===== src/rtl/alarm_frame_rx.sv =====
// Receive-side checker/decoder for the 8-byte "A mm:ss F CR" alarm status line.
// Fields are staged in shadow registers and published only when a whole frame is accepted.
module alarm_frame_rx #(
    parameter int TO_W        = 24,
    parameter int TIMEOUT_CYC = 1200000
) (
    input  logic       clk,
    input  logic       rst,
    input  logic       rx_data_rdy,
    input  logic [7:0] rx_data,
    output logic [3:0] o_AMtens,
    output logic [3:0] o_AMones,
    output logic [3:0] o_AStens,
    output logic [3:0] o_ASones,
    output logic [3:0] o_dsp,
    output logic       o_alarm_en,
    output logic       o_trig,
    output logic       o_frame_vld,
    output logic       o_err,
    output logic [7:0] o_err_cnt
);
    localparam logic [7:0] CH_A     = 8'h41;
    localparam logic [7:0] CH_DASH  = 8'h2D;
    localparam logic [7:0] CH_COLON = 8'h3A;
    localparam logic [7:0] CH_T     = 8'h54;
    localparam logic [7:0] CH_AT    = 8'h40;
    localparam logic [7:0] CH_CR    = 8'h0D;
    localparam logic [7:0] CH_ZERO  = 8'h30;
    localparam logic [TO_W-1:0] TO_LAST = TO_W'(TIMEOUT_CYC - 1);

    typedef enum logic [2:0] {
        HUNT, P_MTENS, P_MONES, P_SEP, P_STENS, P_SONES, P_FLAG, P_CR
    } pos_t;

    pos_t            pos_reg, pos_next;
    logic [3:0]      mt_reg, mo_reg, st_reg, so_reg, dsp_reg;
    logic            colon_reg, en_reg, trig_reg;
    logic [TO_W-1:0] to_cnt_reg, to_cnt_next;
    logic            byte_ok, is_digit, is_alarm_flag, timeout, reject, accept_cr;

    function automatic logic digit_le(input logic [7:0] b, input logic [3:0] hi);
        return (b >= CH_ZERO) && (b <= (CH_ZERO + {4'd0, hi}));
    endfunction

    always_comb begin
        byte_ok       = 1'b0;
        is_digit      = 1'b0;
        is_alarm_flag = (rx_data == CH_T) || (rx_data == CH_AT);
        case (pos_reg)
            HUNT:    byte_ok = (rx_data == CH_A);
            P_MTENS: begin is_digit = digit_le(rx_data, 4'd5); byte_ok = is_digit || (rx_data == CH_DASH); end
            P_MONES: begin is_digit = digit_le(rx_data, 4'd9); byte_ok = is_digit || (rx_data == CH_DASH); end
            P_SEP:   byte_ok = (rx_data == CH_COLON) || (rx_data == CH_DASH);
            P_STENS: begin is_digit = digit_le(rx_data, 4'd5); byte_ok = is_digit || (rx_data == CH_DASH); end
            P_SONES: begin is_digit = digit_le(rx_data, 4'd9); byte_ok = is_digit || (rx_data == CH_DASH); end
            // Cross-field consistency is resolved here, once all fields are known
            P_FLAG: begin
                if (is_alarm_flag)
                    byte_ok = (dsp_reg == 4'b1111) && colon_reg;
                else if (rx_data == CH_DASH)
                    byte_ok = (colon_reg == dsp_reg[2]);
            end
            P_CR:    byte_ok = (rx_data == CH_CR);
            default: byte_ok = 1'b0;
        endcase

        // A strobe always beats an expiring timeout
        timeout   = !rx_data_rdy && (pos_reg != HUNT) && (to_cnt_reg == TO_LAST);
        reject    = rx_data_rdy && (pos_reg != HUNT) && !byte_ok;
        accept_cr = rx_data_rdy && (pos_reg == P_CR) && byte_ok;

        pos_next = pos_reg;
        if (timeout)
            pos_next = HUNT;
        else if (rx_data_rdy) begin
            if (byte_ok)
                pos_next = (pos_reg == P_CR) ? HUNT : pos_t'(pos_reg + 3'd1);
            else if (pos_reg != HUNT)
                pos_next = (rx_data == CH_A) ? P_MTENS : HUNT;
        end

        if (rx_data_rdy || (pos_reg == HUNT) || timeout)
            to_cnt_next = '0;
        else
            to_cnt_next = to_cnt_reg + TO_W'(1);
    end

    always_ff @(posedge clk or posedge rst) begin
        if (rst) begin
            pos_reg     <= HUNT;
            to_cnt_reg  <= '0;
            mt_reg      <= 4'd0;
            mo_reg      <= 4'd0;
            st_reg      <= 4'd0;
            so_reg      <= 4'd0;
            dsp_reg     <= 4'd0;
            colon_reg   <= 1'b0;
            en_reg      <= 1'b0;
            trig_reg    <= 1'b0;
            o_AMtens    <= 4'd0;
            o_AMones    <= 4'd0;
            o_AStens    <= 4'd0;
            o_ASones    <= 4'd0;
            o_dsp       <= 4'd0;
            o_alarm_en  <= 1'b0;
            o_trig      <= 1'b0;
            o_frame_vld <= 1'b0;
            o_err       <= 1'b0;
            o_err_cnt   <= 8'd0;
        end else begin
            pos_reg     <= pos_next;
            to_cnt_reg  <= to_cnt_next;
            o_frame_vld <= accept_cr;
            o_err       <= reject || timeout;
            if ((reject || timeout) && (o_err_cnt != 8'hFF))
                o_err_cnt <= o_err_cnt + 8'd1;
            if (rx_data_rdy && byte_ok) begin
                case (pos_reg)
                    P_MTENS: begin mt_reg <= is_digit ? rx_data[3:0] : 4'd0; dsp_reg[3] <= is_digit; end
                    P_MONES: begin mo_reg <= is_digit ? rx_data[3:0] : 4'd0; dsp_reg[2] <= is_digit; end
                    P_SEP:   colon_reg <= (rx_data == CH_COLON);
                    P_STENS: begin st_reg <= is_digit ? rx_data[3:0] : 4'd0; dsp_reg[1] <= is_digit; end
                    P_SONES: begin so_reg <= is_digit ? rx_data[3:0] : 4'd0; dsp_reg[0] <= is_digit; end
                    P_FLAG: begin
                        en_reg   <= is_alarm_flag;
                        trig_reg <= (rx_data == CH_T);
                    end
                    P_CR: begin
                        o_AMtens   <= mt_reg;
                        o_AMones   <= mo_reg;
                        o_AStens   <= st_reg;
                        o_ASones   <= so_reg;
                        o_dsp      <= dsp_reg;
                        o_alarm_en <= en_reg;
                        o_trig     <= trig_reg;
                    end
                    default: ;
                endcase
            end
        end
    end
endmodule


===== config.mk =====
export PLATFORM = sky130hd
export DESIGN_NAME = alarm_frame_rx
export DESIGN_NICKNAME = d
export VERILOG_FILES = /design/src/rtl/alarm_frame_rx.sv
export SDC_FILE = /design/constraint.sdc
export NUM_CORES = 1
export LEC_CHECK = 0
export ABC_AREA = 1
export CAP_MARGIN = 5
export CORE_MARGIN = 3
export CORE_UTILIZATION = 55
export CTS_BUF_LIST = sky130_fd_sc_hd__clkbuf_16
export CTS_CLUSTER_SIZE = 12
export DETAILED_ROUTE_END_ITERATION = 16
export PLACE_DENSITY = 0.77
export SYNTH_ARGS = -nofsm -noshare
export SYNTH_HDL_FRONTEND = slang
export SYNTH_SLANG_ARGS = --single-unit

===== constraint.sdc =====
create_clock -name clk -period 3.7 [get_ports clk]
set_input_delay 0.74 -clock clk [delete_from_list [all_inputs] [get_ports clk]]
set_output_delay 0.74 -clock clk [all_outputs]
set_load 0.02 [all_outputs]

==> flow_summary.json, run 1 <==
{
  "status": "finished clean",
  "overflow": 0,
  "rows": 31,
  "synthCells": 546,
  "drtIter0Drc": 206,
  "cpMostUsedCell": "nand2_1",
  "crit_start": "rx_data[2]",
  "drt-total-wl_um": 9170,
  "path_class": "in2reg",
  "synth_xor_area_frac": 0.0328,
  "max_freq_mhz": 373,
  "die_w_um": 94.1,
  "tightest_slew_ns": 0.757,
  "dr.pass1.iters": 4,
  "wl_per_cell_um": 13.2,
  "io_buffers": 42,
  "cts_max_level": 3,
  "grt_pass1_vias": 3575,
  "holdWs_ns": 0.477,
  "cts_made_buffers": 9,
  "synth_warnings": 0,
  "hold_path_class": "reg2reg",
  "cts_tree": "done",
  "finish.utilization": 0.686,
  "reg2reg_depth": 13,
  "grt_pass1_wl_um": 16100,
  "period_minus_slack_ns": 2.68,
  "yosys.cell_types.count": 31,
  "timing.rr.start": "pos_reg[0]$_DFFE_PP0P_",
  "fin_nets": 611,
  "cts_hold_buffers": 0,
  "arrival_ns": 2.94,
  "nFillCells": 610,
  "synth_top_family_by_area": "simple AND/OR/NAND/NOR gates",
  "yosysSeqAreaShare": 0.480,
  "synth-edff-count": 0,
  "ctsResizeCount": 0,
  "insertion_delay_ns": 0.33,
  "vias_per_cell": 5.28,
  "cts_setup_buffers": 0,
  "hold_violations": 0,
  "crit_fanout": 32,
  "fp.dieH_um": 94.1,
  "clk_pin_slew_ns": 0.06,
  "largest_reg_flops": 24,
  "reg2reg_to": "o_AStens[2]$_DFFE_PP0P_",
  "ant_nets": 0,
  "crit_chain": "clkdlybuf4s50_1, inv_1, nand2_1, nor2_1, nand2_1, nand2_1, nand2_1, nand3_1, nor2_2, nor2_8, nor2_4, nor2_1, a21oi_1",
  "worst_path_max_delay_cell": "clkdlybuf4s50_1",
  "required_ns": 3.95,
  "end_kind": "flip-flop",
  "antenna_found_initial": 0,
  "area_delta_synth_final_pct": 19.0,
  "critical-path-max-stage-delay_ns": 0.57,
  "holdPathStages": 2,
  "synth_compound_area_frac": 0.0647,
  "max-clock-path-buffers": 2,
  "syn_area_um2": 4270,
  "synthMuxAreaShare": 0,
  "vias": 3672,
  "ys_ff_latch": 82,
  "ios": 43,
  "ir_drop_mv": 0.263,
  "grt_max_degree": 37,
  "powerDensity_nw_per_um2": 407,
  "cts-root-buf": "clkbuf_16",
  "synth-async-reset-ratio": 1.00,
  "synth_ff_type": "dfrtp_1",
  "synthAdderAreaFrac": 0.0234,
  "num_antenna_cells": 0,
  "place.gp.congestion": 0.916,
  "dieArea_um2": 8860,
  "drive_above_1_share": 0.0737,
  "hpwl_um": 6630,
  "cts_num_sinks": 82,
  "start_kind": "input pin",
  "setup_viol": 0,
  "worst-r2r-setup-slack_ns": 1.25,
  "timing.slew.headroom": 0.494,
  "maxSlewViolCount": 0,
  "critical_path.endpoint": "o_AStens[2]$_DFFE_PP0P_",
  "p_leak_nw": 2.42,
  "grt_usage": 0.227,
  "core_area_um2": 7410,
  "fin_skew_ns": 0.00749,
  "rsz0062_at_grt": "false",
  "start_util": 0.577,
  "synthesis.nets": 565,
  "period_share": 0.726,
  "synth-simple-area-share": 0.334,
  "synth.avg_cell_area_um2": 7.82,
  "drv_cap": 0,
  "drc": 0,
  "tns_ns": 0
}
Yosys cell counts, types with 2 or more instances:
library cell	instances	area, um^2
xor2_1	9	78.8
nand3_2	3	30.0
dfrtp_1	82	2050
nand2_1	145	544
inv_2	3	11.3
nand2_2	5	31.3
nor2_4	2	22.5
ha_1	8	100
inv_1	57	214
o21ai_1	2	10.0
nor2_1	79	297
nor3b_1	5	37.5
buf_4	3	22.5
nand3_1	37	185
nor2_2	6	37.5
nor3_1	8	40.0
nor4_1	6	37.5
nand4_1	14	87.6
nand2_4	3	33.8
a21oi_1	18	90.1
xnor2_1	7	61.3
clkbuf_1	2	7.51
buf_2	3	15.0
o21ai_0	32	160
worst max-delay path: cells and delay by family:
family | cells | cell delay, ns
AND/OR/NAND/NOR | 10 | 1.37
AO/OA/AOI/OAI | 1 | 0.15
buffers and inverters | 2 | 0.65
per-stage QoR:
step / power (mW) / cell area, um^2 / setup WS (ns) / cells
after floorplan: 1.10 / 4270 / 0.852 / 546
after global placement: 1.19 / 4780 / 0.769 / 680
after detailed placement: 1.19 / 4780 / 0.667 / 680
after CTS: 2.09 / 5080 / 1.02 / 696
after global routing: 2.17 / 5080 / 0.755 / 696
final: 2.07 / 5080 / 1.02 / 696
worst min path at each step:
stage                       startpoint                 endpoint  slack, ns
2_1_floorplan  to_cnt_reg[0]$_DFF_PP0_  to_cnt_reg[0]$_DFF_PP0_       0.43
3_3_place_gp   to_cnt_reg[0]$_DFF_PP0_  to_cnt_reg[0]$_DFF_PP0_       0.46
3_5_place_dp     mo_reg[1]$_DFFE_PP0P_  o_AMones[1]$_DFFE_PP0P_       0.47
4_1_cts          mt_reg[2]$_DFFE_PP0P_  o_AMtens[2]$_DFFE_PP0P_       0.48
5_1_grt          mt_reg[2]$_DFFE_PP0P_    mt_reg[2]$_DFFE_PP0P_       0.50
6_report         mo_reg[1]$_DFFE_PP0P_  o_AMones[1]$_DFFE_PP0P_       0.48
metal layers:
layer	global-route usage	up-vias	share of wire
met5	0	-	0
met4	0.0578	0	0.0074
met3	0.0465	9	0.062
met2	0.355	106	0.46
met1	0.322	1716	0.47
li1	-	1841	-
area by class of cell:
cell class	count	area, um^2	area share
tap	99	124	0.0244
timing repair buffer	44	435	0.0857
sequential	82	2050	0.404
inverter	60	226	0.0445
multi-input combinational	395	1940	0.382
clock inverter	7	76.3	0.0150
clock buffer	9	225	0.0443
kinds of logic after synthesis:
family | Yosys count
DFF | 82
AOI/OAI and AO/OA | 54
buffers and inverters | 69
adders and majority gates | 8
xor gates and xnor gates | 16
and+or+nand+nor | 317
where the power goes:
| group | total, mW | internal, mW | leakage (nW) | switching [mW] |
|---|---|---|---|---|
| clock network | 0.900 | 0.529 | 0.144 | 0.371 |
| logic | 0.216 | 0.0858 | 1.19 | 0.130 |
| registers | 0.956 | 0.923 | 1.09 | 0.0328 |
| total | 2.07 | 1.54 | 2.42 | 0.534 |
layout by cell type, fill, tap and decap left out, types with 2 or more instances in the layout:
cell             Yosys  layout
nand2_4              3       3
nor2_4               2       2
nor2_2               6       6
xnor2_1              7       7
nand2_1            145     145
clkbuf_16            0       9
o21ai_0             32      32
nor2_1              79      79
clkdlybuf4s50_1      0      42
nor3b_1              5       5
nand3_1             37      37
inv_1               57      56
nand4_1             14      14
nor3_1               8       8
nand2_2              5       5
inv_6                0       3
nor4_1               6       6
a21oi_1             18      18
dfrtp_1             82      82
o21ai_1              2       2
inv_2                3       3
nand3_2              3       3
xor2_1               9       9
ha_1                 8       8
buf_4                3       2
No activity file was read; power rests on OpenSTA's default activity.
==> run 2, diff against run 1 <==
- clock period: 3.7 -> 2.7 ns (I/O delays scaled with it)
==> run 2 against run 1 <==
Final cell count is 0.29% higher. Worst setup slack worse by 0.71 ns. Clock skew is 0.0024 ns lower. Utilization increased by 0.49 points. Critical path type is now reg2reg. Highest routed layer unchanged.
==> flow_summary.json, run 2 (same netlist as run 1, synthesis figures left out) <==
{
  "tns_ns": 0,
  "antenna_found_initial": 0,
  "tightest_slew_ns": 0.507,
  "clk_pin_slew_ns": 0.06,
  "multi_input_area_um2": 1950,
  "fin_nets": 613,
  "core_area_um2": 7410,
  "status": "finished clean",
  "powerDensity_nw_per_um2": 546,
  "die_w_um": 94.1,
  "hpwl_um": 6830,
  "maxSlewViolCount": 0,
  "timing.slew.headroom": 0.661,
  "place.gp.congestion": 0.920,
  "grt_usage": 0.232,
  "period_minus_slack_ns": 2.40,
  "hold_violations": 0,
  "dr.pass1.iters": 6,
  "vias_per_cell": 5.24,
  "end_kind": "flip-flop",
  "dieArea_um2": 8860,
  "crit_fanout": 15,
  "start_util": 0.577,
  "rows": 31,
  "max-clock-path-buffers": 2,
  "cts_setup_buffers": 0,
  "hold_path_class": "reg2reg",
  "cts_tree": "done",
  "largest_reg_flops": 24,
  "fp.dieH_um": 94.1,
  "cts_num_sinks": 82,
  "cts_max_level": 3,
  "grt_pass1_wl_um": 16300,
  "overflow": 0,
  "arrival_ns": 2.64,
  "period_share": 0.888,
  "io_buffers": 42,
  "drv_cap": 0,
  "drive_above_1_share": 0.0735,
  "worst_path_max_delay_cell": "dfrtp_1",
  "ant_nets": 0,
  "setup_viol": 0,
  "insertion_delay_ns": 0.33,
  "grt_pass1_vias": 3516,
  "max_freq_mhz": 417,
  "placed_area_um2": 4820,
  "drtIter0Drc": 218,
  "cts-root-buf": "clkbuf_16",
  "fin_skew_ns": 0.00513,
  "p_leak_nw": 2.44,
  "critical-path-max-stage-delay_ns": 0.43,
  "layout_commonest_cell": "nand2_1",
  "ir_drop_mv": 0.336,
  "nFillCells": 598,
  "seqCellArea_um2": 2050,
  "final_cell_mix": "nand2_1, dfrtp_1, nor2_1",
  "holdWs_ns": 0.476,
  "vias": 3659,
  "wl_per_cell_um": 13.2,
  "final.setup.worst_slack_ns": 0.302,
  "area_delta_synth_final_pct": 19.9,
  "required_ns": 2.94,
  "worst-r2r-setup-slack_ns": 0.30,
  "start_kind": "flip-flop",
  "path_class": "reg2reg",
  "crit_chain": "inv_1, ha_1, nand2_1, nand3_2, nor2_1, inv_1, a21oi_1, nand2_2, nand2_2, nand2_1, o21ai_0",
  "num_antenna_cells": 0,
  "drt-total-wl_um": 9230,
  "drc": 0,
  "cts_made_buffers": 9,
  "ios": 43,
  "grt_max_degree": 57,
  "rsz0062_at_grt": "false",
  "stdcell_area_um2": 5120,
  "post-place-ws_ns": 0.0736
}
run 2: cell types whose count changed in the layout (fill, tap and decap cells not counted), sizes merged:
cell,previous run,this run
clkinv,3,4
inv,62,61
buf,2,4
run 2: final timing paths:
kind | depth (start not counted) | to | startpoint
max in group asynchronous | 3 | st_reg[3]$_DFFE_PP0P_ | rst
worst max-delay path | 11 | pos_reg[2]$_DFFE_PP0P_ | pos_reg[0]$_DFFE_PP0P_
worst min register to register | 2 | mt_reg[2]$_DFFE_PP0P_ | mt_reg[2]$_DFFE_PP0P_
min in group asynchronous | 2 | o_err_cnt[6]$_DFFE_PP0P_ | rst
worst min-delay path | 2 | mt_reg[2]$_DFFE_PP0P_ | mt_reg[2]$_DFFE_PP0P_
worst max register to register | 11 | pos_reg[2]$_DFFE_PP0P_ | pos_reg[0]$_DFFE_PP0P_
run 2: what timing repair did:
item | CTS | global route
hold buffers | 0 | 0
endpoints found under the setup margin | 0 | 1
gates resized for setup | 0 | 2
hold endpoints to repair | 0 | 0
run 2: final cells by class:
| cell class | count | share of cell area |
|---|---|---|
| Clock buffer | 9 | 0.0440 |
| Inverter | 60 | 0.0442 |
| Timing Repair Buffer | 46 | 0.0929 |
| Clock inverter | 7 | 0.0122 |
| Tap cell | 99 | 0.0242 |
| Multi-Input combinational cell | 395 | 0.382 |
| Sequential cell | 82 | 0.401 |
run 2: worst max-delay path: cells and delay by family, from the launching register on:
family          cells  cell delay [ns]
fa+ha+maj           1             0.22
buf+inv             2             0.16
compound gates      2             0.45
simple gates        6             1.06
flops               1             0.43
run 2: report_power, final:
part	total (mW)	internal [mW]	switching, mW	leakage (nW)
sequential	1.31	1.27	0.0470	1.09
combinational	0.304	0.122	0.183	1.21
clock	1.18	0.706	0.474	0.145
run 2: through the flow:
stage          utilization  cells  power [mW]
4_1_cts              0.690    698        2.82
3_5_place_dp         0.651    682        1.64
5_1_grt              0.691    698        2.91
3_3_place_gp         0.651    682        1.63
6_report             0.691    698        2.80
2_1_floorplan            -    546        1.51
run 2: metal layers:
| layer | routed length [um] | track usage |
|---|---|---|
| met1 | 4530 | 0.328 |
| met2 | 4240 | 0.363 |
| met3 | 379 | 0.0417 |
| met5 | 0 | 0 |
| met4 | 85 | 0.0722 |
